File: config.mk
export PLATFORM = sky130hd
export DESIGN_NAME = bbox_pixel_scanner_flat
export DESIGN_NICKNAME = d
export VERILOG_FILES = /design/src/rtl/bbox_pixel_scanner_if.sv /design/src/rtl/bbox_pixel_scanner.sv /design/src/flat_wrapper.sv
export SDC_FILE = /design/constraint.sdc
export NUM_CORES = 1
export LEC_CHECK = 0
export ABC_CLOCK_PERIOD_IN_PS = 4100
export CORE_MARGIN = 10
export CORE_UTILIZATION = 39
export CTS_CLUSTER_DIAMETER = 30
export DETAILED_ROUTE_END_ITERATION = 12
export PLACE_DENSITY = 0.7
export SKIP_CTS_REPAIR_TIMING = 1
export SLEW_MARGIN = 20
export SYNTH_ARGS = -nofsm -noshare
export SYNTH_HDL_FRONTEND = slang
export SYNTH_SLANG_ARGS = --single-unit
File: constraint.sdc
create_clock -name CLK -period 4.1 [get_ports CLK]
set_clock_uncertainty 0.1 [all_clocks]
set_input_delay 0.82 -clock CLK [delete_from_list [all_inputs] [get_ports CLK]]
set_output_delay 0.82 -clock CLK [all_outputs]
set_load 0.03 [all_outputs]
File: src/rtl/bbox_pixel_scanner_if.sv
// Pixel coordinate stream from the bbox scanner to the edge-test/shading stage.
// Coordinates are signed 24.8 with a zero fraction.
interface bbox_pixel_scanner_if;
   logic               out_valid;
   logic               out_ready;
   logic signed [31:0] out_x;
   logic signed [31:0] out_y;
   logic               out_last;

   modport master (output out_valid, output out_x, output out_y, output out_last,
                   input  out_ready);
   modport slave  (input  out_valid, input  out_x, input  out_y, input  out_last,
                   output out_ready);
endinterface

File: src/rtl/bbox_pixel_scanner.sv
// Clips a ceiled 24.8 triangle bounding box to the screen and streams every
// covered pixel coordinate in row-major order, one per accepted transfer.
module bbox_pixel_scanner #(
   parameter int FRAC_BITS = 8,
   parameter int SCREEN_W  = 640,
   parameter int SCREEN_H  = 480,
   parameter int CNT_W     = 20
) (
   input  logic                     CLK,
   input  logic                     RESET,
   input  logic                     start,
   input  logic signed [31:0]       xmin,
   input  logic signed [31:0]       xmax,
   input  logic signed [31:0]       ymin,
   input  logic signed [31:0]       ymax,
   output logic                     busy,
   output logic                     done,
   output logic [CNT_W-1:0]         pix_count,
   bbox_pixel_scanner_if.master     pix
);
   localparam logic signed [31:0] STEP  = 32'sd1 <<< FRAC_BITS;
   localparam logic signed [31:0] X_LIM = SCREEN_W <<< FRAC_BITS;
   localparam logic signed [31:0] Y_LIM = SCREEN_H <<< FRAC_BITS;

   typedef enum logic [1:0] {S_IDLE, S_CLIP, S_SCAN, S_DONE} state_t;

   function automatic logic signed [31:0] fx_floor(input logic signed [31:0] v);
      return v & ~(STEP - 32'sd1);
   endfunction

   function automatic logic signed [31:0] clamp_lo0(input logic signed [31:0] v);
      return (v < 32'sd0) ? 32'sd0 : v;
   endfunction

   function automatic logic signed [31:0] clamp_hi(input logic signed [31:0] v,
                                                   input logic signed [31:0] lim);
      return (v > lim) ? lim : v;
   endfunction

   function automatic logic [CNT_W-1:0] sat_inc(input logic [CNT_W-1:0] c);
      return (&c) ? c : c + {{(CNT_W-1){1'b0}}, 1'b1};
   endfunction

   state_t             state_q, state_d;
   logic signed [31:0] xmin_q, xmin_d, xmax_q, xmax_d;
   logic signed [31:0] ymin_q, ymin_d, ymax_q, ymax_d;
   logic signed [31:0] x_q, x_d, y_q, y_d;
   logic [CNT_W-1:0]   cnt_q, cnt_d;

   // The bound registers hold raw bounds in CLIP and clipped bounds during SCAN.
   logic signed [31:0] cx0, cx1, cy0, cy1;
   logic signed [31:0] x_step, y_step;
   logic               x_fits, y_fits;

   assign cx0    = clamp_lo0(fx_floor(xmin_q));
   assign cx1    = clamp_hi(fx_floor(xmax_q), X_LIM);
   assign cy0    = clamp_lo0(fx_floor(ymin_q));
   assign cy1    = clamp_hi(fx_floor(ymax_q), Y_LIM);
   assign x_step = x_q + STEP;
   assign y_step = y_q + STEP;
   assign x_fits = x_step < xmax_q;
   assign y_fits = y_step < ymax_q;

   always_ff @(posedge CLK) begin
      if (RESET) begin
         state_q <= S_IDLE;
         xmin_q  <= '0;
         xmax_q  <= '0;
         ymin_q  <= '0;
         ymax_q  <= '0;
         x_q     <= '0;
         y_q     <= '0;
         cnt_q   <= '0;
      end else begin
         state_q <= state_d;
         xmin_q  <= xmin_d;
         xmax_q  <= xmax_d;
         ymin_q  <= ymin_d;
         ymax_q  <= ymax_d;
         x_q     <= x_d;
         y_q     <= y_d;
         cnt_q   <= cnt_d;
      end
   end

   always_comb begin
      state_d = state_q;
      xmin_d  = xmin_q;
      xmax_d  = xmax_q;
      ymin_d  = ymin_q;
      ymax_d  = ymax_q;
      x_d     = x_q;
      y_d     = y_q;
      cnt_d   = cnt_q;
      case (state_q)
         S_IDLE: begin
            if (start) begin
               xmin_d  = xmin;
               xmax_d  = xmax;
               ymin_d  = ymin;
               ymax_d  = ymax;
               cnt_d   = '0;
               state_d = S_CLIP;
            end
         end
         S_CLIP: begin
            xmin_d = cx0;
            xmax_d = cx1;
            ymin_d = cy0;
            ymax_d = cy1;
            if (cx0 >= cx1 || cy0 >= cy1) begin
               state_d = S_DONE;
            end else begin
               x_d     = cx0;
               y_d     = cy0;
               cnt_d   = '0;
               state_d = S_SCAN;
            end
         end
         S_SCAN: begin
            if (pix.out_ready) begin
               cnt_d = sat_inc(cnt_q);
               if (x_fits) begin
                  x_d = x_step;
               end else if (y_fits) begin
                  x_d = xmin_q;
                  y_d = y_step;
               end else begin
                  state_d = S_DONE;
               end
            end
         end
         default: state_d = S_IDLE;
      endcase
   end

   always_comb begin
      busy          = (state_q != S_IDLE);
      done          = (state_q == S_DONE);
      pix.out_valid = (state_q == S_SCAN);
      pix.out_last  = (state_q == S_SCAN) && !x_fits && !y_fits;
      pix.out_x     = x_q;
      pix.out_y     = y_q;
      pix_count     = cnt_q;
   end
endmodule

File: src/flat_wrapper.sv
// flat-port wrapper written by rule: the top's interface ports become plain ports
module bbox_pixel_scanner_flat 
#(
   parameter int FRAC_BITS = 8,
   parameter int SCREEN_W  = 640,
   parameter int SCREEN_H  = 480,
   parameter int CNT_W     = 20
)
  (CLK, RESET, start, xmin, xmax, ymin, ymax, busy, done, pix_count, pix_out_valid, pix_out_x, pix_out_y, pix_out_last, pix_out_ready);
  bbox_pixel_scanner_if pix_i ();
  input  logic CLK;
  input  logic RESET;
  input  logic start;
  input  logic signed [31:0] xmin;
  input  logic signed [31:0] xmax;
  input  logic signed [31:0] ymin;
  input  logic signed [31:0] ymax;
  output logic busy;
  output logic done;
  output logic [CNT_W-1:0] pix_count;
  output wire logic [$bits(pix_i.out_valid)-1:0] pix_out_valid;
  output wire logic [$bits(pix_i.out_x)-1:0] pix_out_x;
  output wire logic [$bits(pix_i.out_y)-1:0] pix_out_y;
  output wire logic [$bits(pix_i.out_last)-1:0] pix_out_last;
  input wire logic [$bits(pix_i.out_ready)-1:0] pix_out_ready;
  assign pix_out_valid = pix_i.out_valid;
  assign pix_out_x = pix_i.out_x;
  assign pix_out_y = pix_i.out_y;
  assign pix_out_last = pix_i.out_last;
  assign pix_i.out_ready = pix_out_ready;
  bbox_pixel_scanner #(.FRAC_BITS(FRAC_BITS), .SCREEN_W(SCREEN_W), .SCREEN_H(SCREEN_H), .CNT_W(CNT_W)) u_core (.CLK(CLK), .RESET(RESET), .start(start), .xmin(xmin), .xmax(xmax), .ymin(ymin), .ymax(ymax), .busy(busy), .done(done), .pix_count(pix_count), .pix(pix_i));
endmodule
==> qor.csv, run 1 <==
metric,value,unit
status,"complete, but fails checks",
violations,setup timing,
synthDistinctLibCells,67,
cp.arrival,3.82,ns
async_flop_share,0,%
setup_tns,-13.76,ns
hold_viol,0,
yosysTopAreaCell,dfxtp_1,
grt_overflow_total,0,
power.leakage,6.396,nW
fmax,210.8,MHz
fillCellCount,2753,
reg2regPathDepth,20,
finalNetCount,2022,
synthTopCellsByArea,"dfxtp_1 (33%), ha_1 (11%), nor2_1 (5.5%)",
grt_pass1_vias,11811,
multi_input_area,7553,sq um
endpoint_kind,primary output,
finalPower,12.96,mW
fin_cells,2184,
synth_seq_cells,198,
antenna_left,0,
grt_start_max_net_pins,77,
hold_start,u_core.ymax_q[2],
postLayoutCoreUtil,54.97,%
synth_flop_cell,dfxtp_1,
synth.avg_cell_area,8.070,sq um
post-place-ws,-0.1926,ns
fp.coreArea,29870,sq um
worstSkewPairLatency,0.46,ns
synth-edff-count,0,
rows,63,
num_io_pins,220,
grt_pass1_wl,65.51,mm
cp-start-kind,register,
ys_seq_area_share,33.30,%
area_growth,37.97,%
synth_area,11900,sq um
r2r_start,u_core.pix.out_x[14],
start_util,39.85,%
cp-startpoint,u_core.pix.out_x[14],
finalSetupViolCount,56,
drc,0,
fin_crit_sh,115.7,%
die_width,194.7,um
tightest_slew,0.8299,ns
clk_path_buf_depth,2,
ir_drop,0.4150,mV
dr.pass1.iters,5,
drive_gt1_share,16.40,%
yosysWarnings,0,
track_usage,21.30,%
fp.dieArea,37910,sq um
viasPerCell,5.577,
powerDensity,789.1,nW/um^2
path_cells,"and4_4, and4_4, nand2_4, nor3_4, nand3_2, xnor2_2, ha_1, nand4_4, nor4_4, nand2_2, a2111oi_4, nor2_4, mux2i_4, nor3_4, buf_12",
clk_pin_slew,0.08,ns
cpPeakStageDelay,0.37,ns
whs_path_depth,2,
cp_slowest_cell,nor4_4,
worst-setup-path-type,reg2out,
synth_top_area_share,33.30,%
drv_cap,0,
die_y,194.7,um
cts_buffers,17,
gp_congestion,0.9253,
cts_tree,yes,
dp_hpwl,32.39,mm
totalWireLength,43.09,mm
register_area,4006,sq um
critPathMaxFanout,3,
slew-limit-headroom,44.54,%
synth_cells,1475,
drv_slew,0,
hp-class,reg2reg,
portBuffers,203,
root_buffer,clkbuf_16,
drtIter0Drc,961,
clock_sink_count,198,
dp.cells,2136,
antenna_found_initial,2,
vias,12180,
cts_htree_levels,4,
period_needed,4.744,ns
crit_required,3.18,ns
rsz0062_at_grt,yes,
wl_per_cell,19.73,um
fin_ws,-0.6444,ns
synthesized netlist by cell type (9+ instances only):
master,n
o22ai_1,19
inv_1,88
a211oi_1,30
nand4_1,30
nand3_1,60
xor2_1,10
dfxtp_1,198
a21oi_1,95
buf_4,9
mux2i_1,17
nor3_1,35
ha_1,108
nand3b_1,28
nand2_1,143
a221oi_1,9
a21o_1,10
clkbuf_1,71
nor2b_1,48
a311oi_2,11
nor4_1,9
nand2b_1,16
nor2_1,173
xnor2_1,49
a22oi_1,85
and3_1,11
o21ai_0,31
sequential cells by signal, indices dropped and copies added, names as in the netlist:
signal	count
u_core.xmin_q	32
u_core.pix.out_y	24
u_core.pix.out_x	32
u_core.state_q	2
u_core.xmax_q	32
u_core.pix_count	20
u_core.ymin_q	24
u_core.ymax_q	32
final cells by class:
| type | count | share of cell area (%) |
|---|---|---|
| antenna | 1 | 0.01524 |
| inverter | 89 | 2.034 |
| clock inverter | 13 | 0.7085 |
| clock buffer | 17 | 2.590 |
| sequential | 198 | 24.39 |
| timing repair buffer | 371 | 21.29 |
| tap | 390 | 2.971 |
| multi-input combinational | 1105 | 45.99 |
worst max-delay path, delay by kind of cell (launching register included):
family / cells / cell delay [ns]
flops: 1 / 0.35
xor+xnor: 1 / 0.18
compound gates: 1 / 0.30
buf+inv: 1 / 0.15
mux: 1 / 0.21
fa+ha+maj: 1 / 0.35
simple gates: 10 / 1.82
cell usage in the layout (no fill, tap or decap), types with 30 or more instances in the layout:
cell / n
nand2_1: 141
xnor2_1: 47
a21oi_1: 94
a22oi_1: 83
nand3_1: 57
nand4_1: 30
ha_1: 104
buf_4: 145
nor2b_1: 48
o21ai_0: 30
clkdlybuf4s50_1: 201
nor2_1: 168
dfxtp_1: 178
inv_1: 88
worst paths after layout:
check        slack, ns                    to
max              -0.64          pix_out_last
min               0.35      u_core.ymax_q[2]
max reg2reg      -0.51  u_core.pix.out_x[13]
min reg2reg       0.35      u_core.ymax_q[2]
report_power, final:
group          switching, mW  internal (mW)  total [mW]
clock                  0.855          0.793        1.65
sequential             0.463           2.48        2.94
combinational           4.62           3.75        8.37
total                   5.94           7.02        13.0
layer usage:
metal	wire (um)	up-vias	share of wire, %	global-route usage [%]
met4	1440	2	3.3	7.922
met1	18040	5818	42	26.63
met3	2943	74	6.8	4.096
li1	-	5842	-	-
met2	20650	444	48	35.48
met5	18	-	0.042	0
kinds of logic after synthesis:
logic type / count (synthesis) / share of synthesized area (%)
flip-flops: 198 / 33.30
multiplexers: 21 / 1.839
other: 1 / 0.03150
AO/OA/AOI/OAI: 336 / 19.84
AND/OR/NAND/NOR: 573 / 23.20
buffers and inverters: 179 / 6.096
XOR/XNOR: 59 / 4.341
adder cells (fa/ha/maj): 108 / 11.35
stage by stage:
step	instance area (sq um)	hold slack (ns)
6_report	16420	0.3516
5_1_grt	16420	0.3722
4_1_cts	16010	0.3548
3_5_place_dp	15470	0.3413
3_3_place_gp	15470	0.3340
2_1_floorplan	12100	0.3264
No activity file was read; power rests on OpenSTA's default activity.
==> run 2: changes to the inputs <==
- CORE_UTILIZATION: 39 -> 48
- PLACE_DENSITY: 0.7 -> 0.82
==> run 2 against run 1 <==
  * The flow still finishes with violations (setup timing)
  * Critical path depth did not move
  * Non-clock buffer count fell by 17
  * Register-to-register slack improved by 0.13 ns
  * Combinational power up 4.3%
  * Total power rose by 5.4%
  * Count of clock-buffer cells in the layout grew 5
  * Sequential share of layout area down 0.22 points
  * Cell count fell by 3.7%
  * Critical path type unchanged
  * Largest cell class unchanged
  * Highest routed layer is now met4
==> qor.csv, run 2 (synthesized netlist as in run 1, its figures left out) <==
metric,value,unit,change
ir_drop,0.4357,mV,was 0.4150 mV
finalPower,13.66,mW,was 12.96 mW
drtIter0Drc,1369,,was 961
clk_pin_slew,0.08,ns,about the same
drc,0,,unchanged
portBuffers,203,,unchanged
gp_congestion,0.9461,,was 0.9253
r2r_start,u_core.pix.out_x[14],,unchanged
rsz0062_at_grt,yes,,unchanged
finalSetupViolCount,59,,was 56
cp-start-kind,register,,unchanged
hold_viol,0,,unchanged
cp_slowest_cell,dfxtp_4,,was nor4_4
die_width,177.5,um,was 194.7 um
cts_buffers,17,,unchanged
post_dp_cell_area,15210,sq um,"was 15,470 sq um"
powerDensity,824.6,nW/um^2,was 789.1 nW/um^2
violations,setup timing,,unchanged
rows,57,,was 63
fp.coreArea,24390,sq um,"was 29,870 sq um"
final_cell_mix,"clkdlybuf4s50_1 (201), dfxtp_1 (178), nor2_1 (160), nand2_1 (140), buf_4 (120)",,"was clkdlybuf4s50_1 (201), dfxtp_1 (178), nor2_1 (168), buf_4 (145), nand2_1 (141)"
layout_commonest_cell,clkdlybuf4s50_1,,unchanged
whs,0.3517,ns,was 0.3516 ns
viasPerCell,5.949,,was 5.577
power_frac_seq,21.8,%,was 22.7%
whs_path_depth,2,,unchanged
cp-startpoint,u_core.pix.out_x[14],,unchanged
endpoint_kind,primary output,,unchanged
power_switching,6.137,mW,was 5.938 mW
cp.arrival,3.84,ns,was 3.82 ns
tightest_slew,0.9599,ns,was 0.8299 ns
fin_crit_sh,116.1,%,was 115.7%
clk_path_buf_depth,2,,unchanged
grt_start_max_net_pins,78,,was 77
slew-limit-headroom,36.01,%,was 44.54%
cpPeakStageDelay,0.35,ns,was 0.37 ns
die_y,177.5,um,was 194.7 um
critPathMaxFanout,4,,was 3
grt_overflow_total,0,,unchanged
finalNetCount,2005,,"was 2,022"
area_growth,39.19,%,was 37.97%
fin_area,16570,sq um,"was 16,420 sq um"
dp_hpwl,30.96,mm,was 32.39 mm
postLayoutCoreUtil,67.93,%,was 54.97%
wl_per_cell,20.61,um,was 19.73 um
grt_pass1_wl,63.80,mm,was 65.51 mm
crit_required,3.18,ns,about the same
fin_ws,-0.6604,ns,was -0.6444 ns
totalWireLength,43.37,mm,was 43.09 mm
path_cells,"and4_4, and4_4, nand2_4, nor3_4, nand3_2, xnor2_2, ha_4, nand4_4, nor4_4, nand2_2, a2111oi_4, nor2_2, mux2i_4, nor3_4, buf_12",,"was and4_4, and4_4, nand2_4, nor3_4, nand3_2, xnor2_2, ha_1, nand4_4, nor4_4, nand2_2, a2111oi_4, nor2_4, mux2i_4, nor3_4, buf_12"
antenna_left,0,,unchanged
start_util,48.80,%,was 39.85%
power.leakage,6.452,nW,was 6.396 nW
p_clk_share,14.3,%,was 12.7%
vias,12517,,was 12.18k
dr.pass1.iters,6,,was 5
switching_share,44.92,%,was 45.82%
period_needed,4.760,ns,was 4.744 ns
reg2regPathDepth,19,,was 20
hp-class,reg2reg,,unchanged
antenna_found_initial,3,,was 2
num_io_pins,220,,unchanged
track_usage,25.36,%,was 21.30%
fmax,210.1,MHz,was 210.8 MHz
fp.dieArea,31500,sq um,"was 37,910 sq um"
p_int,7.526,mW,was 7.022 mW
rrSetupSlack,-0.38,ns,was -0.51 ns
fillCellCount,1896,,"was 2,753"
combPwrFrac,63.9,%,was 64.6%
fin_cells,2104,,"was 2,184"
dp.cells,2045,,"was 2,136"
setup_tns,-14.64,ns,was -13.76 ns
cts_tree,yes,,unchanged
worstSkewPairLatency,0.45,ns,was 0.46 ns
clock_sink_count,198,,unchanged
post-place-ws,-0.2310,ns,was -0.1926 ns
root_buffer,clkbuf_16,,unchanged
drv_cap,0,,unchanged
cts_htree_levels,4,,unchanged
worst-setup-path-type,reg2out,,unchanged
hold_start,u_core.ymax_q[5],,was u_core.ymax_q[2]
status,"complete, but fails checks",,unchanged
grt_pass1_vias,11844,,was 11.81k
drv_slew,0,,unchanged
drive_gt1_share,16.94,%,was 16.40%
[run 2: cell count changes in the layout (fill, tap and decap cells not counted), sizes merged]
| cell | previous run | this run |
|---|---|---|
| clkinv | 6 | 2 |
| diode | 1 | 3 |
| buf | 167 | 147 |
| bufinv | 0 | 5 |
| clkinvlp | 1 | 0 |
| inv | 95 | 91 |
| clkbuf | 20 | 28 |
[run 2: cell type report]
type | count | area, sq um | area share, %
Multi-Input combinational cell | 1105 | 7695 | 46.44
Sequential cell | 198 | 4006 | 24.18
Timing Repair Buffer | 354 | 3445 | 20.79
Clock buffer | 22 | 495.5 | 2.990
Tap cell | 324 | 405.4 | 2.447
Inverter | 89 | 334.1 | 2.016
Clock inverter | 9 | 181.4 | 1.095
Antenna cell | 3 | 7.507 | 0.04531
[run 2: power by group through the flow]
stage | registers [mW] | logic, mW | clock network, mW
6_report | 2.98 | 8.73 | 1.96
3_5_place_dp | 2.96 | 7.42 | 0
5_1_grt | 3.03 | 9.35 | 2.04
3_3_place_gp | 2.95 | 7.21 | 0
2_1_floorplan | 3.29 | 4.37 | 0
4_1_cts | 2.93 | 7.49 | 1.95
[run 2: critical path: cells and delay by family, from the launching register on]
family / cells / cell delay [ns]
compound gates: 1 / 0.26
xor+xnor: 1 / 0.22
fa+ha+maj: 1 / 0.31
buf+inv: 1 / 0.15
flops: 1 / 0.35
mux: 1 / 0.21
simple gates: 10 / 1.89
[run 2: path summary, 6_finish.rpt]
path | end
max | pix_out_last
min | u_core.ymax_q[5]
max reg2reg | u_core.pix.out_x[23]
min reg2reg | u_core.ymax_q[5]
[run 2: metal layers]
metal | global-route usage (%) | wire, um | vias to the layer above
li1 | - | - | 5821
met1 | 31.72 | 17830 | 5964
met2 | 41.61 | 20320 | 618
met3 | 4.930 | 3457 | 114
met4 | 11.08 | 1766 | 0
met5 | 0 | 0 | -
